--- src/rtl/spi_rx.sv ---
// spi_rx: SPI slave receiver (mode 0, MSB first) with 2-flop input synchronizers.
// Words of DATA_WIDTH bits are presented on data_out with a one-cycle data_valid_out strobe.
// Optional macro SPI_RX_FRAME_ERR_EN adds frame_err_out, pulsed when a select period
// ends on a partial word.
module spi_rx #(
    parameter int unsigned DATA_WIDTH = 16
) (
    input  logic                    clk_in,
    input  logic                    rst_in,
    input  logic                    data_in,
    input  logic                    data_clk_in,
    input  logic                    sel_in,
    output logic [DATA_WIDTH-1:0]   data_out,
    output logic                    data_valid_out
`ifdef SPI_RX_FRAME_ERR_EN
    ,
    output logic                    frame_err_out
`endif
);

    localparam int unsigned CNT_W = $clog2(DATA_WIDTH);

    typedef enum logic {
        ST_IDLE,
        ST_RECEIVE
    } state_t;

    state_t                  r_state;
    state_t                  w_state_nxt;

    logic                    r_data_s1;
    logic                    r_data_s2;
    logic                    r_dclk_s1;
    logic                    r_dclk_s2;
    logic                    r_dclk_prev;
    logic                    r_sel_s1;
    logic                    r_sel_s2;

    logic [CNT_W-1:0]        r_bit_cnt;
    logic [DATA_WIDTH-2:0]   r_shift;

    logic                    w_rise;
    logic                    w_last;
    logic [DATA_WIDTH-1:0]   w_word;
    logic                    w_clear;
    logic                    w_shift;
    logic                    w_done;
`ifdef SPI_RX_FRAME_ERR_EN
    logic                    w_abort;
`endif

    assign w_rise = r_dclk_s2 & ~r_dclk_prev;
    assign w_last = (r_bit_cnt == CNT_W'(DATA_WIDTH - 1));
    // Word as it stands once the current serial bit is appended.
    assign w_word = {r_shift, r_data_s2};

    // Input synchronizers; idle levels are serial clock low, select high.
    always_ff @(posedge clk_in) begin
        if (!rst_in) begin
            r_data_s1   <= 1'b0;
            r_data_s2   <= 1'b0;
            r_dclk_s1   <= 1'b0;
            r_dclk_s2   <= 1'b0;
            r_dclk_prev <= 1'b0;
            r_sel_s1    <= 1'b1;
            r_sel_s2    <= 1'b1;
        end else begin
            r_data_s1   <= data_in;
            r_data_s2   <= r_data_s1;
            r_dclk_s1   <= data_clk_in;
            r_dclk_s2   <= r_dclk_s1;
            r_dclk_prev <= r_dclk_s2;
            r_sel_s1    <= sel_in;
            r_sel_s2    <= r_sel_s1;
        end
    end

    // State register.
    always_ff @(posedge clk_in) begin
        if (!rst_in) begin
            r_state <= ST_IDLE;
        end else begin
            r_state <= w_state_nxt;
        end
    end

    // Next-state and datapath controls; a last bit arriving with deselect still completes.
    always_comb begin
        w_state_nxt = r_state;
        w_clear     = 1'b0;
        w_shift     = 1'b0;
        w_done      = 1'b0;
`ifdef SPI_RX_FRAME_ERR_EN
        w_abort     = 1'b0;
`endif
        case (r_state)
            ST_IDLE: begin
                if (!r_sel_s2) begin
                    w_state_nxt = ST_RECEIVE;
                    w_clear     = 1'b1;
                end
            end
            ST_RECEIVE: begin
                if (r_sel_s2) begin
                    w_state_nxt = ST_IDLE;
                    if (w_rise && w_last) begin
                        w_done = 1'b1;
                    end
`ifdef SPI_RX_FRAME_ERR_EN
                    else if (r_bit_cnt != '0) begin
                        w_abort = 1'b1;
                    end
`endif
                end else if (w_rise) begin
                    w_shift = 1'b1;
                    w_done  = w_last;
                end
            end
            default: w_state_nxt = ST_IDLE;
        endcase
    end

    // Bit counter, shift register and output word with its strobe.
    always_ff @(posedge clk_in) begin
        if (!rst_in) begin
            r_bit_cnt      <= '0;
            r_shift        <= '0;
            data_out       <= '0;
            data_valid_out <= 1'b0;
        end else begin
            data_valid_out <= 1'b0;
            if (w_clear) begin
                r_bit_cnt <= '0;
                r_shift   <= '0;
            end else if (w_done) begin
                r_bit_cnt      <= '0;
                data_out       <= w_word;
                data_valid_out <= 1'b1;
            end else if (w_shift) begin
                r_bit_cnt <= r_bit_cnt + CNT_W'(1);
                r_shift   <= w_word[DATA_WIDTH-2:0];
            end
        end
    end

`ifdef SPI_RX_FRAME_ERR_EN
    // Frame error strobe for a select period closed on a partial word.
    always_ff @(posedge clk_in) begin
        if (!rst_in) begin
            frame_err_out <= 1'b0;
        end else begin
            frame_err_out <= w_abort;
        end
    end
`endif

endmodule

--- config.mk ---
export PLATFORM = sky130hd
export DESIGN_NAME = spi_rx
export DESIGN_NICKNAME = d
export VERILOG_FILES = /design/src/rtl/spi_rx.sv
export SDC_FILE = /design/constraint.sdc
export NUM_CORES = 1
export LEC_CHECK = 0
export ABC_AREA = 1
export BUFFER_PORTS_ARGS = -buffer_cell sky130_fd_sc_hd__buf_2
export CORE_ASPECT_RATIO = 1.4
export CORE_UTILIZATION = 60
export DETAILED_ROUTE_END_ITERATION = 16
export PLACE_DENSITY = 0.8
export SYNTH_ARGS = -nofsm -noshare
export SYNTH_HDL_FRONTEND = slang
export SYNTH_SLANG_ARGS = --single-unit
--- constraint.sdc ---
create_clock -name clk_in -period 2.25 [get_ports clk_in]
set_input_delay 0.45 -clock clk_in [delete_from_list [all_inputs] [get_ports clk_in]]
set_output_delay 0.45 -clock clk_in [all_outputs]
set_load 0.01 [all_outputs]
* After elaboration in Yosys (flattened, before gate mapping)
Cells that the tools add are included.
** Storage, ports and cells
- Bits of input ports :: 5
- Word-level logic and storage cells :: 34
- Bits in registers :: 44
** Cells by class
- Bitwise gates (word level) :: 5
- Equal/unequal tests :: 1
- Reductions and logical operators :: 5
- $add $sub $neg :: 1
- Multiplexer cells :: 10
** Operator list (count)
- 1-bit 2-to-1 mux :: 10
- 4-bit by 1-bit adder with 4-bit output (second input constant) :: 1
- 4-bit == test (second input constant) :: 1
- 1-bit NOT :: 4
- 2-bit AND reduction :: 2
- 3-bit OR reduction :: 1
- 2-bit OR reduction :: 1
- 1-bit AND :: 1
- 1-bit logical AND :: 1

* Depth between registers and ports, before layout
Gate-level depths: netlist of the first run.
- Depth after elaboration :: 8
- Mapped depth :: 7
- Gate-level depth less buffers :: 6

* Least setup slack after synthesis of the first run
No wires, ideal clock.
- Kind :: flip-flop to flip-flop
- Start :: reg r_bit_cnt[0]
- End :: reg data_out[10]
- Arrival time :: 1.179 ns
- Setup slack :: 0.957 ns
- Data required time :: 2.137 ns
- Path buffers :: 1
- Clock period less this slack :: 1.293 ns
- Stages on the path, launching flop included :: 8
- Path through :: dfxtp_1 -> ha_1 -> nand3_2 -> nor2_4 -> inv_4 -> buf_6 -> nor2_1 -> nor2_1
** On the way
- Longest elaborated chain between the ends :: 6
- Elaborated cells on any way between the ends :: 7
- Classes of those cells :: 1 x eq/ne; 4 x mux; 2 x reduce/logical
** Ends and longest elaborated chain
- start: declaration :: line 39 : logic [CNT_W-1:0] r_bit_cnt;
- start signal: assignment :: line 140 : r_bit_cnt <= r_bit_cnt + CNT_W'(1);
- 4-bit == test (*) :: line 53 : assign w_last = (r_bit_cnt == CNT_W'(DATA_WIDTH - 1));
- 1-bit logical AND :: line 106 : if (w_rise && w_last) begin
- 1-bit 2-to-1 mux :: line 106
- 1-bit 2-to-1 mux (*) :: line 104 : if (r_sel_s2) begin
- 1-bit 2-to-1 mux (*) :: line 96 : case (r_state)
- 2-bit AND reduction (no line) (*)
- end signal: assignment :: line 137 : data_out <= w_word;
- end: declaration :: line 13 : output logic [DATA_WIDTH-1:0] data_out,
Mark *: on every way between the ends. The rest lies on a longest branch, timed or not.
A chain may end at the register's enable or synchronous reset.

* Final worst setup path of the first run
- Start :: reg r_bit_cnt[0]
- End :: reg data_out[7]
Same word-level chain as after synthesis.

==> results of run 1 <==
power groups by stage:
stage / clock [uW] / sequential [uW] / combinational, uW
2_1_floorplan: 0 / 805 / 25.8
3_3_place_gp: 0 / 806 / 33.3
3_5_place_dp: 0 / 806 / 33.7
4_1_cts: 554 / 788 / 33.9
5_1_grt: 586 / 790 / 39.0
6_report: 547 / 788 / 34.0
logic make-up after synthesis:
group | share of synthesized area [%]
and+or+nand+nor | 26.37
DFF | 52.15
buffers and inverters | 9.556
AOI/OAI and AO/OA | 10.67
xor gates and xnor gates | 0.5186
adders and majority gates | 0.7406
stage by stage:
stage | area [um^2] | hold slack, ns | power (uW)
5_1_grt | 1881 | 0.2621 | 1415
3_5_place_dp | 1785 | 0.3995 | 839.7
4_1_cts | 1881 | 0.2517 | 1377
3_3_place_gp | 1785 | 0.3949 | 839.1
6_report | 1881 | 0.2566 | 1370
2_1_floorplan | 1689 | 0.3905 | 831.1
per-layer routing:
metal	vias to the layer above	part of all wire, %	GRT usage (%)
li1	725	-	-
met1	603	45	26.96
met2	24	50	38.19
met3	6	3.2	6.685
met4	0	2.0	10.71
met5	-	0	0
how the worst max path moves through the flow:
stage	startpoint	depth (start not counted)	to
floorplan	r_bit_cnt[0]$_SDFFE_PP0P_	7	data_out[10]$_SDFFE_PN0P_
global placement	rst_in	5	r_bit_cnt[0]$_SDFFE_PP0P_
detailed placement	rst_in	5	r_bit_cnt[0]$_SDFFE_PP0P_
CTS	r_bit_cnt[0]$_SDFFE_PP0P_	6	r_bit_cnt[1]$_SDFFE_PP0P_
global route	r_bit_cnt[0]$_SDFFE_PP0P_	6	data_out[9]$_SDFFE_PN0P_
finish	r_bit_cnt[0]$_SDFFE_PP0P_	6	data_out[7]$_SDFFE_PN0P_
final cells by class:
class                   count  share of cell area, %
flip-flops and latches     44                  46.84
multi-input cells         142                  34.40
repair buffers             22                  5.988
inverters                  26                  5.323
clock buffers               7                  3.460
well taps                  36                  2.395
clock inverters             1                  1.597
worst max-delay path: stages (launching register included):
cell and delay [ns]:
dfxtp_1 0.38, ha_1 0.21, nand3_2 0.12, nor2_4 0.40, inv_4 0.17, nor2_1 0.14
nor2_1 0.07
placed cells by master, fill, tap and decap left out:
master / synthesis / routed
clkbuf_8: 0 / 2
nand3_1: 16 / 16
nand2_1: 29 / 29
inv_1: 24 / 24
ha_1: 1 / 1
a21oi_1: 19 / 19
o21ai_0: 6 / 6
buf_2: 4 / 21
dfxtp_1: 44 / 44
xor2_1: 1 / 1
buf_4: 0 / 1
o21ai_1: 11 / 11
inv_2: 1 / 1
nand3_2: 2 / 2
inv_4: 1 / 1
nor2_4: 2 / 2
nor2_1: 52 / 52
nand4_1: 1 / 1
or2_2: 2 / 2
bufinv_16: 0 / 1
clkbuf_4: 0 / 5
==> out/qor.csv, run 1 <==
metric,value,unit
peakVddDrop,0.5553,mV
antenna_found_initial,0,
worst_slack,0.6581,ns
htreeDepth,2,
hold_depth,3,
fmax,0.6282,GHz
rsz0062_at_grt,no,
ctsHoldBuffers,0,
powerDensity,728.4,nW/um^2
dieHeight,64.78,um
numCtsBuffers,5,
globalRouteTotalUtil,23.35,%
slew_violations,0,
min_period_over_period,70.75,%
rr_worst_depth,6,
dp_cells,270,
cts_buffer_depth,2,
largest_reg_flops,16,
fillCellCount,234,
hold_path.class,in2reg,
required,2.52,ns
ant_nets,0,
start_util,63.92,%
row_count,22,
fin_cells,278,
syn_area,1689,um^2
reg2reg_to,data_out[7]$_SDFFE_PN0P_,
ys_warn_count,0,
clkPwrFrac,40.0,%
finish.utilization,71.16,%
cts_resized,0,
fin_tns_setup,0,ns
area_growth,11.33,%
synth_cell_types,19,
grt_pass1_vias,1182,
coreArea,2643,um^2
regArea,880.8,um^2
route.vias.total,1358,
drcViolationCount,0,
clock-sinks,44,
ys_ff_latch,44,
critPathKind,reg2reg,
end_kind,flop,
power_switching_share,20.30,%
grt_pass1_wl,5.030,mm
synth_cells,223,
p_seq_share,57.6,%
top_register,data_out,
critPathArrivalTime,1.86,ns
setup_viol,0,
drt_iter0_markers,48,
ys_seq_area_share,52.15,%
synth_area_per_cell,7.575,um^2
wirelength,3.082,mm
synth_area_leader_cell,dfxtp_1,
r2r_setup_slack,0.66,ns
yosys-top-cells-count,"52 x nor2_1, 44 x dfxtp_1, 29 x nand2_1",
multi_input_area,646.9,um^2
fin_crit,1.592,ns
leakage,0.0008790,uW
grt_max_degree,36,
reg.largest.list,"data_out x16, r_shift x15, r_bit_cnt x4",
p_switching,278.1,uW
synth_area_leaders,"dfxtp_1 52%, nor2_1 12%, nand2_1 6.4%",
diodes,0,
cts_root_buf,clkbuf_4,
viasPerCell,4.885,
drive_above_1_share,15.70,%
cts_tree,done,
avgRoutedWirePerCell,11.09,um
synth_top_area_share,52.15,%
cap_violations,0,
worstHoldEndpoint,r_dclk_s1$_SDFF_PN0_,
skew,0.009256,ns
final-hold-violation-count,0,
dp_slack,0.6811,ns
start_kind,flop,
clock_latency,0.36,ns
hpwlAfterDp,1.862,mm
die_w,46.84,um
syn_nets,229,
synth_edf_count,0,
hp-start,data_clk_in,
gp_congestion,0.7156,
overflow,0,
synthFlopType,dfxtp_1,
maxSlewHeadroom,52.60,%
path_max_fanout,18,
synth-async-reset-ratio,0,%
post_cts_buffers,0,
layout.nets,247,
die_area,3034,um^2
combinationalPowerShare,2.5,%
first_pass_iters,4,
tightest_slew,0.7093,ns
clk_pin_slew_worst_paths,0.13,ns
synth_most_common_cell,nor2_1,
io_buffers,21,
reg2reg_from,r_bit_cnt[0]$_SDFFE_PP0P_,
pin_count,22,
status,"complete, no violations",
internal_power,1092,uW
Power figures use the tool's default switching activity.
==> run 2, diff against run 1 <==
--- a/config.mk
+++ b/config.mk
@@ -8,9 +8,9 @@
 export ABC_AREA = 1
 export BUFFER_PORTS_ARGS = -buffer_cell sky130_fd_sc_hd__buf_2
 export CORE_ASPECT_RATIO = 1.4
-export CORE_UTILIZATION = 60
+export CORE_UTILIZATION = 55
 export DETAILED_ROUTE_END_ITERATION = 16
-export PLACE_DENSITY = 0.8
+export PLACE_DENSITY = 0.74
 export SYNTH_ARGS = -nofsm -noshare
 export SYNTH_HDL_FRONTEND = slang
 export SYNTH_SLANG_ARGS = --single-unit
==> constraint.sdc (replaced) <==
create_clock -name clk_in -period 1.67 [get_ports clk_in]
set_input_delay 0.334 -clock clk_in [delete_from_list [all_inputs] [get_ports clk_in]]
set_output_delay 0.334 -clock clk_in [all_outputs]
set_load 0.01 [all_outputs]
==> out/qor.csv, run 2 (synthesis gave the netlist of run 1 again) <==
metric,value,unit
reg2reg_from,r_bit_cnt[1]$_SDFFE_PP0P_,
clock_latency,0.29,ns
antenna_found_initial,0,
fin_crit,1.442,ns
globalRouteTotalUtil,21.00,%
avgRoutedWirePerCell,10.54,um
layout.nets,250,
skew,0.009239,ns
p_seq_share,61.7,%
status,"complete, no violations",
path_max_fanout,10,
ant_nets,0,
r2r_setup_slack,0.23,ns
coreArea,2878,um^2
maxSlewHeadroom,78.00,%
stdcell_area,1887,um^2
gp_congestion,0.7590,
htreeDepth,2,
post_cts_buffers,0,
hpwlAfterDp,1.879,mm
drcViolationCount,0,
grt_pass1_vias,1184,
layout_commonest_cell,nor2_1,
reg2reg_to,data_out[0]$_SDFFE_PN0P_,
grt_most_used_layer,met2,
area_growth,11.70,%
numCtsBuffers,5,
wirelength,2.961,mm
internal_power,1358,uW
cts_resized,0,
worst_slack,0.2279,ns
critPathKind,reg2reg,
grt_max_degree,36,
start_kind,flop,
fmax,0.6934,GHz
cts_root_buf,clkbuf_8,
slew_violations,0,
overflow,0,
cts_buffer_depth,2,
die_area,3300,um^2
die_w,48.84,um
combinationalPowerShare,2.8,%
end_kind,flop,
row_count,23,
hold_depth,3,
io_buffers,21,
leakage,0.0008843,uW
fin_tns_setup,0,ns
clkPwrFrac,35.5,%
powerDensity,912.1,nW/um^2
pin_count,22,
layout_common_cells,"52 x nor2_1, 44 x dfxtp_1, 29 x nand2_1",
route.vias.total,1354,
rr_worst_depth,6,
reg.largest.list,"data_out x16, r_shift x15, r_bit_cnt x4",
use_met1,25.17,%
grt_pass1_wl,5.216,mm
grt_util_met2,35.24,%
fillCellCount,267,
min_period_over_period,86.35,%
tightest_slew,0.3300,ns
final-hold-violation-count,0,
grt_use_met3,6.757,%
rsz0062_at_grt,no,
cts_tree,done,
critPathArrivalTime,1.67,ns
clock-sinks,44,
peakVddDrop,0.7142,mV
placed_cell_area,1809,um^2
worstHoldEndpoint,r_dclk_s1$_SDFF_PN0_,
start_util,58.70,%
power_switching_share,21.08,%
dieHeight,67.57,um
dp_slack,0.2594,ns
first_pass_iters,4,
top_register,data_out,
hold_path.class,in2reg,
p_switching,362.8,uW
ctsHoldBuffers,0,
finish.utilization,65.57,%
largest_reg_flops,16,
drive_above_1_share,15.98,%
drt_iter0_markers,39,
cap_violations,0,
required,1.90,ns
viasPerCell,4.819,
power,1721,uW
diodes,0,
setup_viol,0,
clk_pin_slew_worst_paths,0.07,ns
hp-start,data_clk_in,
-- run 2: worst max path at each step --
stage	startpoint	to	depth (start not counted)
5_1_grt	r_bit_cnt[1]$_SDFFE_PP0P_	data_out[4]$_SDFFE_PN0P_	6
3_3_place_gp	r_bit_cnt[0]$_SDFFE_PP0P_	r_bit_cnt[2]$_SDFFE_PP0P_	6
4_1_cts	r_bit_cnt[0]$_SDFFE_PP0P_	data_out[0]$_SDFFE_PN0P_	6
6_report	r_bit_cnt[1]$_SDFFE_PP0P_	data_out[0]$_SDFFE_PN0P_	6
3_5_place_dp	r_bit_cnt[1]$_SDFFE_PP0P_	data_out[4]$_SDFFE_PN0P_	6
2_1_floorplan	r_bit_cnt[0]$_SDFFE_PP0P_	data_out[10]$_SDFFE_PN0P_	7
-- run 2: metrics by stage --
step                      std cells  hold slack, ns
final                           281          0.2186
after detailed placement        274          0.3993
after floorplan                 223          0.3905
after global placement          274          0.3961
after CTS                       281          0.2161
after global routing            281          0.2139
-- run 2: layer usage --
layer,routed length [um],vias up
li1,-,738
met1,1434,591
met2,1379,19
met3,102,6
met4,45,0
met5,0,-
-- run 2: critical path: stages (launching register included) --
cell and delay (ns):
dfxtp_1 0.37, ha_1 0.21, nand3_2 0.12, nor2_4 0.27, buf_4 0.22, o21ai_0 0.09, nor2_1 0.09
-- run 2: final cells by class --
cell class,instances,area [um^2],share of cell area [%]
Sequential cell,44,880.8,46.68
Clock inverter,1,5.005,0.2653
Multi-Input combinational cell,142,646.9,34.28
Tap cell,37,46.29,2.454
Inverter,26,100.1,5.305
Timing Repair Buffer,25,135.1,7.162
Clock buffer,6,72.57,3.846
-- run 2: power by group through the flow --
stage	clock network, uW	registers, uW	logic, uW
finish	612	1060	47.9
detailed placement	0	1090	47.9
global placement	0	1090	47.6
floorplan	0	1080	34.8
CTS	624	1060	48.3
global route	670	1060	55.2
==> run 3, diff against run 2 <==
--- a/config.mk
+++ b/config.mk
@@ -10,7 +10,7 @@
 export CORE_ASPECT_RATIO = 1.4
 export CORE_UTILIZATION = 55
 export DETAILED_ROUTE_END_ITERATION = 16
-export PLACE_DENSITY = 0.74
+export PLACE_DENSITY = 0.86
 export SYNTH_ARGS = -nofsm -noshare
 export SYNTH_HDL_FRONTEND = slang
 export SYNTH_SLANG_ARGS = --single-unit
==> out/qor.csv, run 3 (synthesis gave the netlist of run 1 again) <==
metric,value,unit
cts_root_buf,clkbuf_8,
antenna_found_initial,0,
grt_pass1_vias,1220,
hpwlAfterDp,1.883,mm
cts_buffer_depth,2,
powerDensity,935.5,nW/um^2
end_kind,flop,
die_area,3300,um^2
ctsHoldBuffers,0,
path_max_fanout,10,
reg2reg_to,data_out[10]$_SDFFE_PN0P_,
top_register,data_out,
r2r_setup_slack,0.29,ns
hold_depth,3,
slew_violations,0,
diodes,0,
viasPerCell,4.746,
io_buffers,21,
fin_crit,1.378,ns
ant_nets,0,
overflow,0,
grt_max_degree,31,
reg2reg_from,r_bit_cnt[1]$_SDFFE_PP0P_,
fillCellCount,272,
critPathKind,reg2reg,
critPathArrivalTime,1.62,ns
setup_viol,0,
rsz0062_at_grt,no,
reg.largest.list,"data_out x16, r_shift x15, r_bit_cnt x4",
worstHoldEndpoint,r_data_s1$_SDFF_PN0_,
hp-start,data_in,
coreArea,2878,um^2
dieHeight,67.57,um
tightest_slew,0.3004,ns
post_cts_buffers,0,
wirelength,2.915,mm
pin_count,22,
layout.nets,251,
cts_tree,done,
largest_reg_flops,16,
route.vias.total,1343,
start_kind,flop,
layout_commonest_cell,nor2_1,
clk_pin_slew_worst_paths,0.08,ns
die_w,48.84,um
row_count,23,
layout_common_cells,"52 x nor2_1, 44 x dfxtp_1, 29 x nand2_1",
leakage,0.0008932,uW
globalRouteTotalUtil,21.34,%
maxSlewHeadroom,79.93,%
final-hold-violation-count,0,
peakVddDrop,0.7561,mV
hold_path.class,in2reg,
dp_slack,0.2959,ns
cap_violations,0,
clock_latency,0.30,ns
drt_iter0_markers,34,
avgRoutedWirePerCell,10.30,um
skew,0.006614,ns
first_pass_iters,4,
cts_resized,0,
status,"complete, no violations",
drive_above_1_share,16.67,%
gp_congestion,0.7749,
clock-sinks,44,
htreeDepth,2,
numCtsBuffers,5,
regArea,880.8,um^2
area_growth,13.11,%
fmax,0.7259,GHz
worst_slack,0.2924,ns
required,1.91,ns
start_util,58.70,%
drcViolationCount,0,
fin_tns_setup,0,ns
rr_worst_depth,6,
grt_pass1_wl,5.244,mm
min_period_over_period,82.49,%
multi_input_area,646.9,um^2
[run 3: worst max-delay path by stage]
stage	start	slack [ns]	to
6_report	r_bit_cnt[1]$_SDFFE_PP0P_	0.29	data_out[10]$_SDFFE_PN0P_
5_1_grt	r_bit_cnt[0]$_SDFFE_PP0P_	0.16	data_out[9]$_SDFFE_PN0P_
4_1_cts	r_bit_cnt[1]$_SDFFE_PP0P_	0.28	data_out[10]$_SDFFE_PN0P_
3_5_place_dp	r_bit_cnt[1]$_SDFFE_PP0P_	0.30	data_out[15]$_SDFFE_PN0P_
3_3_place_gp	r_bit_cnt[0]$_SDFFE_PP0P_	0.37	data_out[5]$_SDFFE_PN0P_
2_1_floorplan	r_bit_cnt[0]$_SDFFE_PP0P_	0.38	data_out[10]$_SDFFE_PN0P_
[run 3: per-stage QoR]
step | hold WS [ns] | cells | cell area, um^2 | total power (uW) | util (%)
after floorplan | 0.3905 | 223 | 1689 | 1120 | -
after global routing | 0.2175 | 283 | 1911 | 1863 | 66.39
after global placement | 0.3937 | 275 | 1817 | 1132 | 63.13
final | 0.2170 | 283 | 1911 | 1787 | 66.39
after detailed placement | 0.3984 | 275 | 1817 | 1133 | 63.13
after CTS | 0.2075 | 283 | 1911 | 1808 | 66.39
[run 3: final cells by class]
class | instances | share of cell area [%]
clock inverter | 1 | 0.3929
sequential | 44 | 46.10
clock buffer | 7 | 4.519
tap | 37 | 2.423
inverter | 26 | 5.239
multi-input combinational | 142 | 33.86
timing repair buffer | 26 | 7.466
[run 3: worst max-delay path: stages, from the launching register on]
cell	delay, ns
dfxtp_1	0.36
ha_1	0.21
nand3_2	0.12
nor2_4	0.25
buf_4	0.23
o21ai_1	0.07
nor2_1	0.09
[run 3: power by group]
| group | leakage [uW] | internal [uW] | switching, uW | total (uW) |
|---|---|---|---|---|
| registers | 0.000356 | 1060 | 4.56 | 1060 |
| logic | 0.000493 | 17.3 | 29.8 | 47.1 |
| clock network | 0.0000445 | 336 | 343 | 679 |
[run 3: metal layers]
| metal | vias up | wire length (um) | track usage (%) |
|---|---|---|---|
| met3 | 7 | 122 | 7.432 |
| met2 | 23 | 1320 | 36.28 |
| met4 | 0 | 78 | 12.50 |
| met5 | - | 0 | 0 |
| met1 | 575 | 1393 | 23.09 |
| li1 | 738 | - | - |
